<file path="src/rtl/mips_multicycle_control.sv">
// Main control FSM for the multicycle MIPS datapath with memory wait states,
// illegal-opcode halt and a retired-instruction counter.
module mips_multicycle_control #(
   parameter int CNT_W = 32
) (
   input  logic             clk,
   input  logic             reset,
   input  logic [5:0]       Opcode,
   input  logic             mem_ready,
   output logic             PCWrite,
   output logic             PCWriteCond,
   output logic             IorD,
   output logic             MemRead,
   output logic             MemWrite,
   output logic             IRWrite,
   output logic             MemtoReg,
   output logic             RegDst,
   output logic             RegWrite,
   output logic             ALUSrcA,
   output logic [1:0]       ALUSrcB,
   output logic [1:0]       ALUOp,
   output logic [1:0]       PCSource,
   output logic [3:0]       state,
   output logic             halted,
   output logic             retire,
   output logic [CNT_W-1:0] instr_count
);

   typedef enum logic [3:0] {
      S_FETCH  = 4'd0,
      S_DECODE = 4'd1,
      S_MEMADR = 4'd2,
      S_MEMRD  = 4'd3,
      S_MEMWB  = 4'd4,
      S_MEMWR  = 4'd5,
      S_EXEC   = 4'd6,
      S_RWB    = 4'd7,
      S_BRANCH = 4'd8,
      S_JUMP   = 4'd9,
      S_ADDIEX = 4'd10,
      S_ADDIWB = 4'd11,
      S_HALT   = 4'd12
   } state_t;

   localparam logic [5:0] OP_R    = 6'b000000;
   localparam logic [5:0] OP_LW   = 6'b100011;
   localparam logic [5:0] OP_SW   = 6'b101011;
   localparam logic [5:0] OP_BEQ  = 6'b000100;
   localparam logic [5:0] OP_J    = 6'b000010;
   localparam logic [5:0] OP_ADDI = 6'b001000;

   state_t cur, nxt;
   logic   retire_ev;

   always_ff @(posedge clk) begin
      if (reset) begin
         cur         <= S_FETCH;
         retire      <= 1'b0;
         instr_count <= '0;
      end else begin
         cur    <= nxt;
         retire <= retire_ev;
         if (retire_ev)
            instr_count <= instr_count + CNT_W'(1);
      end
   end

   assign state = cur;

   always_comb begin
      nxt         = cur;
      retire_ev   = 1'b0;
      PCWrite     = 1'b0;
      PCWriteCond = 1'b0;
      IorD        = 1'b0;
      MemRead     = 1'b0;
      MemWrite    = 1'b0;
      IRWrite     = 1'b0;
      MemtoReg    = 1'b0;
      RegDst      = 1'b0;
      RegWrite    = 1'b0;
      ALUSrcA     = 1'b0;
      ALUSrcB     = 2'b00;
      ALUOp       = 2'b00;
      PCSource    = 2'b00;
      halted      = 1'b0;
      case (cur)
         S_FETCH: begin
            MemRead = 1'b1;
            ALUSrcB = 2'b01;
            IRWrite = mem_ready;
            PCWrite = mem_ready;
            if (mem_ready) nxt = S_DECODE;
         end
         S_DECODE: begin
            ALUSrcB = 2'b11;
            case (Opcode)
               OP_LW, OP_SW: nxt = S_MEMADR;
               OP_R:         nxt = S_EXEC;
               OP_BEQ:       nxt = S_BRANCH;
               OP_J:         nxt = S_JUMP;
               OP_ADDI:      nxt = S_ADDIEX;
               default:      nxt = S_HALT;
            endcase
         end
         S_MEMADR: begin
            ALUSrcA = 1'b1;
            ALUSrcB = 2'b10;
            // Opcode is re-sampled here; anything but lw/sw is treated as illegal
            case (Opcode)
               OP_LW:   nxt = S_MEMRD;
               OP_SW:   nxt = S_MEMWR;
               default: nxt = S_HALT;
            endcase
         end
         S_MEMRD: begin
            MemRead = 1'b1;
            IorD    = 1'b1;
            if (mem_ready) nxt = S_MEMWB;
         end
         S_MEMWB: begin
            RegWrite  = 1'b1;
            MemtoReg  = 1'b1;
            nxt       = S_FETCH;
            retire_ev = 1'b1;
         end
         S_MEMWR: begin
            MemWrite = 1'b1;
            IorD     = 1'b1;
            if (mem_ready) begin
               nxt       = S_FETCH;
               retire_ev = 1'b1;
            end
         end
         S_EXEC: begin
            ALUSrcA = 1'b1;
            ALUOp   = 2'b10;
            nxt     = S_RWB;
         end
         S_RWB: begin
            RegWrite  = 1'b1;
            RegDst    = 1'b1;
            nxt       = S_FETCH;
            retire_ev = 1'b1;
         end
         S_BRANCH: begin
            ALUSrcA     = 1'b1;
            ALUOp       = 2'b01;
            PCWriteCond = 1'b1;
            PCSource    = 2'b01;
            nxt         = S_FETCH;
            retire_ev   = 1'b1;
         end
         S_JUMP: begin
            PCWrite   = 1'b1;
            PCSource  = 2'b10;
            nxt       = S_FETCH;
            retire_ev = 1'b1;
         end
         S_ADDIEX: begin
            ALUSrcA = 1'b1;
            ALUSrcB = 2'b10;
            nxt     = S_ADDIWB;
         end
         S_ADDIWB: begin
            RegWrite  = 1'b1;
            nxt       = S_FETCH;
            retire_ev = 1'b1;
         end
         S_HALT: begin
            halted = 1'b1;
         end
         default: nxt = S_HALT;
      endcase
   end

endmodule

</file>
<file path="config.mk">
export PLATFORM = sky130hd
export DESIGN_NAME = mips_multicycle_control
export DESIGN_NICKNAME = d
export VERILOG_FILES = /design/src/rtl/mips_multicycle_control.sv
export SDC_FILE = /design/constraint.sdc
export NUM_CORES = 1
export LEC_CHECK = 0
export BUFFER_PORTS_ARGS = -buffer_cell sky130_fd_sc_hd__buf_4
export CORE_ASPECT_RATIO = 1.1
export CORE_MARGIN = 8
export CORE_UTILIZATION = 47
export CTS_CLUSTER_SIZE = 10
export DETAILED_ROUTE_END_ITERATION = 10
export MAX_ROUTING_LAYER = met4
export PLACE_DENSITY = 0.76
export SKIP_CTS_REPAIR_TIMING = 1
export SLEW_MARGIN = 20
export SYNTH_ARGS = -nofsm -noshare
export SYNTH_HDL_FRONTEND = slang
export SYNTH_SLANG_ARGS = --single-unit
</file>
<file path="constraint.sdc">
create_clock -name clk -period 1.72 [get_ports clk]
set_clock_uncertainty 0.2 [all_clocks]
set_input_delay 0.172 -clock clk [delete_from_list [all_inputs] [get_ports clk]]
set_output_delay 0.172 -clock clk [all_outputs]
set_load 0.005 [all_outputs]
</file>
==> results.txt, run 1 <==
- Outcome: complete, but fails checks
* Routed wirelength normalized by instance count: 18.82 µm
- 0 antenna diodes ended up in the layout.
- The worst setup path is launched from a flop.
- Final wirelength: 8714 µm
* Max cap viols: 0
- Placed inst area: 0.003327 mm²
- Entering global routing, the biggest net connects 48 pins.
- After filler insertion, the fill cell instance count of the layout stands at between 200 and 300.
- Across the VDD grid, the largest voltage drop is 469.4 µV.
* Number of design rule violations left after detail routing: 0
- Tightest Hold Check Type: input port to flop
* Violated checks: negative setup slack
- Across all layers, the routed design uses 2871 vias.
- Synth top area cells: sky130_fd_sc_hd__dfxtp_1 32%, sky130_fd_sc_hd__a21oi_1 6.1%, sky130_fd_sc_hd__o31ai_1 5.9%
* Number of design-rule violations left by the first detailed-router iteration: 191
* Final-report setup violation count: 37
* Pin slew with the least headroom to its limit: ~550 ps
- Global routing usage summed across all routing layers: 18.44%
* Width of the die: 82.81 µm
- After the last flow step, the layout net total stands at around 420.
* First-pass GRT wire length: 11330 µm
- Routed via count divided by cell count: 6.201
- IO buf count: 62
- Headroom to the max-slew limit came out at 63.01%.
* Met1 WL: 3461 µm
* Post-synth EDFFs: 0
- Root buffer selected by CTS: sky130_fd_sc_hd__clkbuf_8
* Number of H-tree levels: 2
* Most frequently used cell type in the post-synthesis netlist: sky130_fd_sc_hd__dfxtp_1
- First-pass DRT Iterations: 5
- Deepest clock path buffer count: 2
- RSZ-0062 raised after global routing: true
- In this run the worst path has a maximum fanout of 4.
* Cell type contributing the most total cell area after synthesis: sky130_fd_sc_hd__dfxtp_1
- Proportion of layout cells with a drive suffix above 1: 53.56%
- Die area: 0.007410 mm²
- Fraction of synthesis flops using an asynchronous set or reset pin: 0%
- Post-synth top area share: 32.10%
* HPWL reported at the end of detailed placement: approximately 5100 µm
- Counting every instance in the synthesized netlist gives 287.
- For the worst setup path, the data arrival time is 1950 ps.
- Number of antenna violations at the first check in global routing: 0
- Element type at the critical path end: flop
- After detailed routing, the met2 layer carries 4432 µm of wire.
* Post-route minimum period: 1940 ps
- Summed over all nets, wire length on met3 after detailed routing comes to between 500 and 600 µm.
* Via count of the first global-routing pass: 2519
- Setup Crit Path Kind: flop to flop
- After synthesis the netlist holds a flip-flop and latch count of 37.
* Number of distinct library cells after synthesis: 45
- Counting the buffers created by CTS gives 5.
- Height of the die: 89.49 µm
- Clock transition at the registers of the reported paths: 90 ps
* Later-pin clock latency in the skew report: 290 ps
- Max stage delay cell, worst path: sky130_fd_sc_hd__or4_4
* CP Data Required Time: 1730 ps
- Primary FF master, synth: sky130_fd_sc_hd__dfxtp_1
* Total power per unit cell area: 724.1 mW/mm²
* Area of the mapped netlist: 0.002307 mm²
- On the worst path, the slowest cell contributes a delay of 500 ps.
* Critical-path cell list: and2_1, nand4_1, buf_6, or4_4, a21oi_2
- PnR worst setup slack: -219.9 ps
- Design area: around 0.0039 mm²
- The initial utilization of the core area, before any placement, comes to 49.25%.
* Count of final hold-check violations: 0
- Top cells by count, synth: 37 x sky130_fd_sc_hd__dfxtp_1, 28 x sky130_fd_sc_hd__a21oi_1, 24 x sky130_fd_sc_hd__nor2_1, 18 x sky130_fd_sc_hd__o31ai_1, 15 x sky130_fd_sc_hd__or4_1
- Total congestion overflow after global routing: 0
- The number of slew-limit violations in the final report came to 0.
- For this run, the share of the core covered by cells in the final layout is 84.05%.
* Fraction of the yosys area taken by sequential cells: approximately a third
* Net count of the mapped netlist: 297
* Worst setup timing slack at the placement stage: -139.8 ps
- Number of nets still failing antenna checks after routing: 0
- Derived from the worst setup path, the maximum achievable clock frequency is approximately 520 MHz.
* Global placement routability congestion: 0.8657
- Row generation in the floorplan step produced 26 rows.
- After detailed routing, no signal wire sits above met4.
- The final critical path takes up 112.8% of the cycle.
* Leakage power: 1.710 nW
- Top-level port count: between 60 and 70
* Mean instance size in the synthesized netlist: 8.039 µm²
* Ys Warns: 0
- Area of the core: between 0.004 and 0.005 mm²
- TritonCTS built the clock tree.
- Num Clock Sinks: 37
- The area growth from synthesis to layout is 70.66%.
cell type report:
type                       instances  area [µm²]  share of cell area, %
clock buffer                       6       72.57                  1.843
sequential                        37       772.0                  19.61
inverter                           5       18.77                 0.4766
multi-input combinational        224        1843                  46.81
tap                               56       70.07                  1.779
clock inverter                     2       33.78                 0.8580
timing repair buffer             133        1127                  28.63
metrics by stage:
stage | std cells | total power, W | hold WS, ps | TNS (ps)
6_report | 463 | 0.002851 | 147.5 | -4917
5_1_grt | 463 | 0.002980 | 165.8 | -6995
4_1_cts | 448 | 0.002502 | 109.4 | -3770
3_5_place_dp | 440 | 0.001773 | 353.1 | -2277
3_3_place_gp | 440 | 0.001763 | 343.9 | -959.2
2_1_floorplan | 287 | 0.001469 | 138.9 | -872.0
worst paths after layout:
| check | from | end | slack, ps | cells after the start |
|---|---|---|---|---|
| max reg2reg | instr_count[13]$_SDFFE_PP0P_ | instr_count[23]$_SDFFE_PP0P_ | -220 | 5 |
| max | instr_count[13]$_SDFFE_PP0P_ | instr_count[23]$_SDFFE_PP0P_ | -220 | 5 |
| min reg2reg | instr_count[22]$_SDFFE_PP0P_ | instr_count[22]$_SDFFE_PP0P_ | 400 | 3 |
| min | Opcode[3] | state[1]$_SDFFE_PP0P_ | 150 | 4 |
routing by layer:
metal	vias up	global-route usage (%)
met2	158	31.61
met5	-	-
li1	1321	-
met4	0	7.668
met1	1359	20.63
met3	33	3.829
registers in the layout, summed over array words and instances, names as in the netlist:
signal       count
instr_count     32
retire           1
state            4
cell families (layout without fill, tap and decap cells):
logic type | Yosys count | count (layout) | share of synthesized area [%]
and+or+nand+nor | 145 | 146 | 38.50
AOI/OAI and AO/OA | 62 | 62 | 16.43
DFF | 37 | 37 | 32.10
buffers and inverters | 27 | 146 | 5.586
muxes | 11 | 11 | 5.315
xor gates and xnor gates | 4 | 4 | 1.519
adders and majority gates | 1 | 1 | 0.5422
worst max-delay path, delay by kind of cell, from the launching register on:
family	cells	cell delay [ps]
buf+inv	1	170
compound gates	1	200
flops	1	390
simple gates	3	890
where the power goes:
group	total, W	switching (W)	leakage [nW]	internal, W
clock	0.000737	0.000309	0.0528	0.000428
combinational	0.00117	0.000562	1.35	0.000613
sequential	0.000939	0.0000403	0.307	0.000899
total	0.00285	0.000911	1.71	0.00194
cells in the final DEF, fill, tap and decap left out, types with 10 or more instances in the layout:
cell type,instances
sky130_fd_sc_hd__nor2_1,21
sky130_fd_sc_hd__nand2_1,13
sky130_fd_sc_hd__nand3_1,12
sky130_fd_sc_hd__nor4_4,10
sky130_fd_sc_hd__nand4_1,10
sky130_fd_sc_hd__dfxtp_2,10
sky130_fd_sc_hd__a21oi_1,21
sky130_fd_sc_hd__mux2_4,10
sky130_fd_sc_hd__buf_4,118
sky130_fd_sc_hd__o31ai_1,16
sky130_fd_sc_hd__dfxtp_1,22
(Power assumes the default switching activity.)
==> inputs of run 2 (changes only) <==
Settings changed: CAP_MARGIN set to 5, CORE_ASPECT_RATIO 1.1 to unset, GPL_ROUTABILITY_DRIVEN set to 0.
==> results.txt, run 2 (synthesized netlist as in run 1, its figures left out) <==
- The layout net count was 419 (+0.72%).
* Outcome: complete, but fails checks
* CP Data Required Time: 1350 ps (-380 ps)
- The overflow left after global routing was 0 (unchanged).
- Count of cells along the worst register-to-register path: 6 (+1)
* Final wirelength: 9357 µm (+7.4%)
- The total core area came to 0.004723 mm² (+0.83%).
* Design area: 0.003995 mm² (+1.5%)
- The slowest stage of the critical path belongs to the cell sky130_fd_sc_hd__dfxtp_4.
- The total number of clock tree sinks was 37 (unchanged).
* PnR worst setup slack: -211.8 ps (+8.089 ps)
- Traced cell by cell, the critical path runs through or2_4, buf_6, nor4b_4, or2_4, buf_6.
- The chip width came to 86.07 µm (+3.9%).
* Commonest non-fill, non-tap cell in the layout: sky130_fd_sc_hd__buf_4
- The leakage power of the design came to 1.641 nW (-4.0%).
- The total of endpoints with negative setup slack in the final report came to 45 (+22%).
- The total area of sequential cells was 770.7 µm² (-0.16%).
- The number of CTS-inserted buffers is 5 (unchanged).
- The maximum clock frequency was 517.7 MHz (+0.42%).
* Routed wirelength normalized by instance count: 19.62 µm (+4.2%)
* HPWL reported at the end of detailed placement: 5205 µm (+1.7%)
- The power share of the sequential group is 33.0% (about the same).
- Die area: 0.007407 mm² (about the same)
* Clock transition at the registers of the reported paths: 80 ps (about the same)
- The overall power of the completed layout was 0.002846 W (-0.18%).
* Placed inst area: 0.003376 mm² (+1.5%)
- The largest vdd supply drop is 675.4 µV (+44%).
- Total power per unit cell area: 712.3 mW/mm² (-1.6%)
* Violated checks: negative setup slack
- The fraction of power consumed by the clock network came to 21.5% (-4.4 points).
- The worst hold path stage count came to 2 (-2).
- Beginning of the critical path: state[2]$_SDFFE_PP0P_
- First-pass GRT wire length: 11420 µm (+0.79%)
- From synthesis to final layout, the design area changed by 73.16%.
- Total count of max-transition violations in the final report: 0 (unchanged)
* Deepest clock path buffer count: 2 (unchanged)
* Later-pin clock latency in the skew report: 310 ps (+20 ps)
- The starting density of the core was 48.85% (-0.40 points).
* Fill cells: 247 (-3.1%)
- The post-route minimum period is 1932 ps (-8.089 ps).
- The proportion of power drawn by combinational gates came to 45.5% (+4.3 points).
- Top-level port count: 63 (unchanged)
* Beginning of the worst hold path: reset
- Type of origin of the critical path: flop
- Flip-flop count of the largest register, all copies and words added: 32 (unchanged)
* Pin count of the biggest net entering global routing: 39 (-19%)
* RSZ-0062 raised after global routing: true
* Count of placed standard cells including taps: 454 (+3.2%)
* Max transition margin: 70.39% (+7.4 points)
* First-pass DRT Iterations: 4 (-1)
- Number of placement rows: 25 (-3.8%)
- The post-layout instance count excluding filler cells was 477 (+3.0%).
- Root buffer selected by CTS: sky130_fd_sc_hd__clkbuf_8
* Most frequent cells in the layout: 119 x sky130_fd_sc_hd__buf_4, 21 x sky130_fd_sc_hd__dfxtp_1, 18 x sky130_fd_sc_hd__nor2_1
* Number of design-rule violations left by the first detailed-router iteration: 251 (+31%)
* Arrival time at the worst endpoint: 1560 ps (-390 ps)
- Via count of the first global-routing pass: 2510 (-0.36%)
- Maximum cell stage delay along the critical path: 370 ps (-130 ps)
* Max cap viols: 0 (unchanged)
- Number of nets still failing antenna checks after routing: 0 (unchanged)
- Multi-input combinational cell area: 0.001851 mm² (+0.41%)
- Global routing usage summed across all routing layers: 19.17% (+0.74 points)
- Worst-path fanout max: 3 (-1)
* Routed via count divided by cell count: 6.182 (-0.30%)
- Switching Power: 0.001003 W (+10%)
* Design internal power: 0.001843 W (-5.0%)
- Height of the die: 86.07 µm (-3.8%)
- The path class of the tightest hold or removal check is input port to flop.
* IO buf count: 62 (unchanged)
* CTS tree: built
* Number of antenna violations at the first check in global routing: 0 (unchanged)
- The H-tree depth was 2 (unchanged).
- The critical path is of the flop to output port type.
* Count of final hold-check violations: 0 (unchanged)
* Number of inserted diodes: 0 (unchanged)
- Register with the most flip-flops: instr_count
- The switching power share of the total is 35.25% (+3.3 points).
* Beginning of the worst register-to-register path: state[2]$_SDFFE_PP0P_
* Element type at the critical path end: output port
- Post-route fraction of the period consumed by the critical path: 112.3% (-0.47 points)
- The number of vias in the routed layout was 2949 (+2.7%).
- Number of design rule violations left after detail routing: 0 (unchanged)
* Pin slew with the least headroom to its limit: 444.2 ps (-110.6 ps)
- Proportion of layout cells with a drive suffix above 1: 58.29% (+4.7 points)
## run 2: worst paths after layout
check / slack [ps] / end
worst max-delay path: -210 / PCWrite
worst min-delay path: 100 / instr_count[21]$_SDFFE_PP0P_
worst max register to register: -200 / instr_count[25]$_SDFFE_PP0P_
worst min register to register: 400 / instr_count[31]$_SDFFE_PP0P_
## run 2: power by group through the flow
stage	Sequential [W]	Clock (W)	Combinational, W
after global placement	0.000949	0	0.000806
after detailed placement	0.000952	0	0.000818
after global routing	0.000941	0.000639	0.00136
after CTS	0.000932	0.000599	0.000824
final	0.000938	0.000613	0.00129
after floorplan	0.000950	0	0.000519
## run 2: cell type report
cell class	count	area share, %
clock inverters	3	0.3132
inverters	5	0.4698
clock buffers	5	1.723
flip-flops and latches	37	19.29
repair buffers	137	29.78
well taps	67	2.098
multi-input cells	223	46.32
## run 2: through the flow
stage / hold slack, ps / setup slack (ps) / setup TNS (ps) / utilization (%)
global placement: 347.6 / -81.95 / -694.2 / 71.47
CTS: 85.02 / -402.6 / -3063 / 73.19
detailed placement: 365.4 / -104.8 / -1426 / 71.47
global route: 121.2 / -251.0 / -6668 / 84.58
finish: 103.9 / -211.8 / -4621 / 84.58
floorplan: 138.9 / -101.8 / -872.0 / -
## run 2: metal layers
metal	share of wire, %	track usage (%)	up-vias
met5	0	-	-
met2	52	31.98	171
met1	38	21.51	1416
met4	3.2	7.166	0
met3	7.0	4.871	34
li1	-	-	1328
## run 2: critical path, delay by kind of cell (launching register included)
kind,cells,cell delay [ps]
buffers and inverters,2,210
flip-flops,1,370
AND/OR/NAND/NOR,3,670
==> inputs of run 3 (changes only) <==
--- a/config.mk
+++ b/config.mk
@@ -16,3 +16,2 @@
 export PLACE_DENSITY = 0.76
-export SKIP_CTS_REPAIR_TIMING = 1
 export SLEW_MARGIN = 20
--- a/constraint.sdc
+++ b/constraint.sdc
@@ -4,2 +4,2 @@
 set_output_delay 0.172 -clock clk [all_outputs]
-set_load 0.005 [all_outputs]
+set_load 0.02 [all_outputs]
==> results.txt, run 3 (synthesized netlist as in run 1, its figures left out) <==
- Post-route minimum period: 1958 ps (+25.73 ps)
* Count of placed standard cells including taps: 461 (+1.5%)
- The initial antenna violation count is 0 (unchanged).
- The overflow left after global routing is 0 (unchanged).
- The placement row count is 25 (unchanged).
* R2r endpoint: instr_count[18]$_SDFFE_PP0P_
- PnR worst setup slack: -237.5 ps (-25.73 ps)
- Sw Ratio: 37.30% (+2.0 points)
- The post-detailed-route DRC marker count is 0 (unchanged).
* Hold path cells: 5 (+3)
* IO buf count: 62 (unchanged)
- Routed wirelength normalized by instance count: 19.37 µm (-1.2%)
- Max transition margin: 64.75% (-5.6 points)
- Area of all sequential standard cells: 800.8 µm² (+3.9%)
* Number of nets still failing antenna checks after routing: 0 (unchanged)
- The area of the die is 0.007407 mm² (unchanged).
- Setup repair after global routing could not meet its margin everywhere.
* WHS Endpoint: state[0]$_SDFFE_PP0P_
* Slack of the worst reg-to-reg path: -240 ps (-40 ps)
- Fraction of power consumed by combinational cells: 47.9% (+2.4 points)
- The number of slew-limit violations in the final report is 0 (unchanged).
* CP Data Required Time: 1730 ps (+380 ps)
- Post-route fraction of the period consumed by the critical path: 113.8% (+1.5 points)
- The clock latency at the later pin of the worst-skew pair came to 290 ps (-20 ps).
- Ranked by flip-flop count, first place goes to instr_count.
- Leaving out fill and tap cells, the most frequent cell in the layout is sky130_fd_sc_hd__buf_4.
* Upper clock frequency limit: 510.8 MHz (-1.3%)
- Top-level port count: 63 (unchanged)
* Flip-flop count of the largest register, all copies and words added: 32 (unchanged)
- The number of global-route vias before repair came to 2899 (+15%).
- Final wirelength: 9279 µm (-0.83%)
- The met2 track utilization from global routing is 42.97% (+11 points).
- The worst setup path is of the flop to flop kind.
- Worst-path fanout max: 17 (+14)
* Routed via count divided by cell count: 6.015 (-2.7%)
- The final hold violation count is 0 (unchanged).
* Root buffer selected by CTS: sky130_fd_sc_hd__clkbuf_8
- First-pass DRT Iterations: 4 (unchanged)
- The slew at the pin closest to its max-slew limit is 528.7 ps (+84.48 ps).
- Design area: 0.004004 mm² (+0.22%)
- The worst setup path is captured at a flop.
* Max cap viols: 0 (unchanged)
- Maximum cell stage delay along the critical path: 510 ps (+140 ps)
- The met1 capacity usage during global routing is 28.27% (+6.8 points).
* Worst setup timing slack at the placement stage: -93.62 ps (+11.17 ps)
- The power density relative to cell area came to 741.3 mW/mm² (+4.1%).
* Width of the die: 86.07 µm (unchanged)
- Met3 layer usage reported by global route: 4.011% (-0.86 points)
- Initial cell density of the core: 48.85% (unchanged)
* Arrival time at the worst endpoint: 1970 ps (+410 ps)
- The leakage power of the design was 1.713 nW (+4.4%).
* Height of the die: 86.07 µm (unchanged)
* Global routing usage summed across all routing layers: 24.50% (+5.3 points)
- First-pass GRT wire length: 14450 µm (+27%)
* Design internal power: 0.001861 W (+1.0%)
- The layout net count came to 421 (+0.48%).
- IR Drop Worst-Case VDD: 648.6 µV (-4.0%)
- Max stage delay cell, worst path: sky130_fd_sc_hd__or4_1
* Number of inserted diodes: 0 (unchanged)
- Clock transition at the registers of the reported paths: 80 ps (about the same)
- The number of vias in the routed layout is 2881 (-2.3%).
- Fill cells: 287 (+16%)
- The number of hold buffers added after CTS was 0.
- The number of CTS-inserted buffers is 5 (unchanged).
- TritonCTS built the clock tree.
- Count of cells along the worst register-to-register path: 6 (unchanged)
- The post-layout instance count excluding filler cells is 479 (+0.42%).
* Most frequent cells in the layout: 122 x sky130_fd_sc_hd__buf_4, 24 x sky130_fd_sc_hd__a21oi_1, 21 x sky130_fd_sc_hd__nor2_1
* Multi-input combinational cell area: 0.001836 mm² (-0.81%)
- The H-tree depth came to 2 (unchanged).
* HPWL reported at the end of detailed placement: 5417 µm (+4.1%)
* Highest-utilization routing layer at the global route stage: met2
- Type of origin of the critical path: flop
* Deepest clock path buffer count: 2 (unchanged)
- Violated checks: negative setup slack
- Outcome: complete, but fails checks
* Final-report setup violation count: 43 (-4.4%)
- Area of the core: 0.004723 mm² (unchanged)
* Seq pwr share: 31.4% (-1.6 points)
- Final Hold Slack: 123.5 ps (+19.60 ps)
- Sum of internal, switching and leakage power: 0.002968 W (+4.3%)
- Number of design-rule violations left by the first detailed-router iteration: 164 (-35%)
- The switching power summed over all nets is 0.001107 W (+10%).
- Beginning of the worst register-to-register path: state[2]$_SDFFE_PP0P_
- The maximum number of pins on one net before global-route repair is 48 (+23%).
- Num Clock Sinks: 37 (unchanged)
* Critical-path cell list: buf_4, nand4bb_4, nand4_4, buf_12, or4_1, a21oi_1
* Beginning of the worst hold path: mem_ready
- Tightest Hold Check Type: input port to flop
- The fraction of layout cells with a size suffix above 1 came to 57.52% (-0.77 points).
* Placed inst area: 0.003495 mm² (+3.5%)
- Clk network pwr share: 20.7% (-0.8 points)
- Compared with the post-synthesis result, the final layout area differs by 73.54%.
-- run 3: cell types whose count changed in the layout (fill, tap and decap cells not counted), sizes merged --
cell,before,now
buf,134,138
clkbuf,8,5
clkinv,3,2
inv,5,6
bufbuf,0,1
-- run 3: how the worst max path moves through the flow --
stage,from,endpoint,slack (ps),cells after the start
global placement,instr_count[22]$_SDFFE_PP0P_,instr_count[24]$_SDFFE_PP0P_,-70,5
floorplan,state[0]$_SDFFE_PP0P_,instr_count[24]$_SDFFE_PP0P_,-150,6
detailed placement,instr_count[22]$_SDFFE_PP0P_,instr_count[24]$_SDFFE_PP0P_,-90,5
CTS,state[2]$_SDFFE_PP0P_,PCWrite,-170,5
global route,state[2]$_SDFFE_PP0P_,instr_count[15]$_SDFFE_PP0P_,-280,6
finish,state[2]$_SDFFE_PP0P_,instr_count[18]$_SDFFE_PP0P_,-240,6
-- run 3: metal layers --
metal	up-vias	routed length [µm]
met2	124	4783
met3	21	545
met4	0	160
li1	1337	-
met5	-	0
met1	1399	3790
-- run 3: final cells by class --
type | count | area share (%)
inverters | 5 | 0.4688
well taps | 67 | 2.094
clock inverters | 3 | 0.4062
multi-input cells | 223 | 45.84
clock buffers | 5 | 1.719
flip-flops and latches | 37 | 20.00
repair buffers | 139 | 29.47
-- run 3: critical path: cells and delay by family, from the launching register on --
kind / cells / cell delay, ps
AOI/OAI and AO/OA: 1 / 200
buffers and inverters: 2 / 340
DFF: 1 / 370
and+or+nand+nor: 3 / 760
-- run 3: power groups by stage --
stage          clock network (W)  logic [W]  registers, W
5_1_grt                 0.000644    0.00151      0.000937
2_1_floorplan                  0   0.000639      0.000981
3_5_place_dp                   0    0.00106      0.000948
6_report                0.000613    0.00142      0.000932
4_1_cts                 0.000613    0.00135      0.000927
3_3_place_gp                   0    0.00104      0.000947
-- run 3: what timing repair did --
| item | 4_1_cts | 5_1_grt |
|---|---|---|
| pin swaps | 11 | 6 |
| cloned | 2 | 0 |
| endpoints found under the setup margin | 39 | 49 |
| buffers inserted | 7 | 1 |
| gates resized for setup | 42 | 23 |
-- run 3: through the flow --
stage | setup TNS [ps] | util [%]
2_1_floorplan | -2019 | -
3_3_place_gp | -574.3 | 73.99
3_5_place_dp | -1334 | 73.99
4_1_cts | -3998 | 82.30
5_1_grt | -8242 | 84.77
6_report | -5734 | 84.77
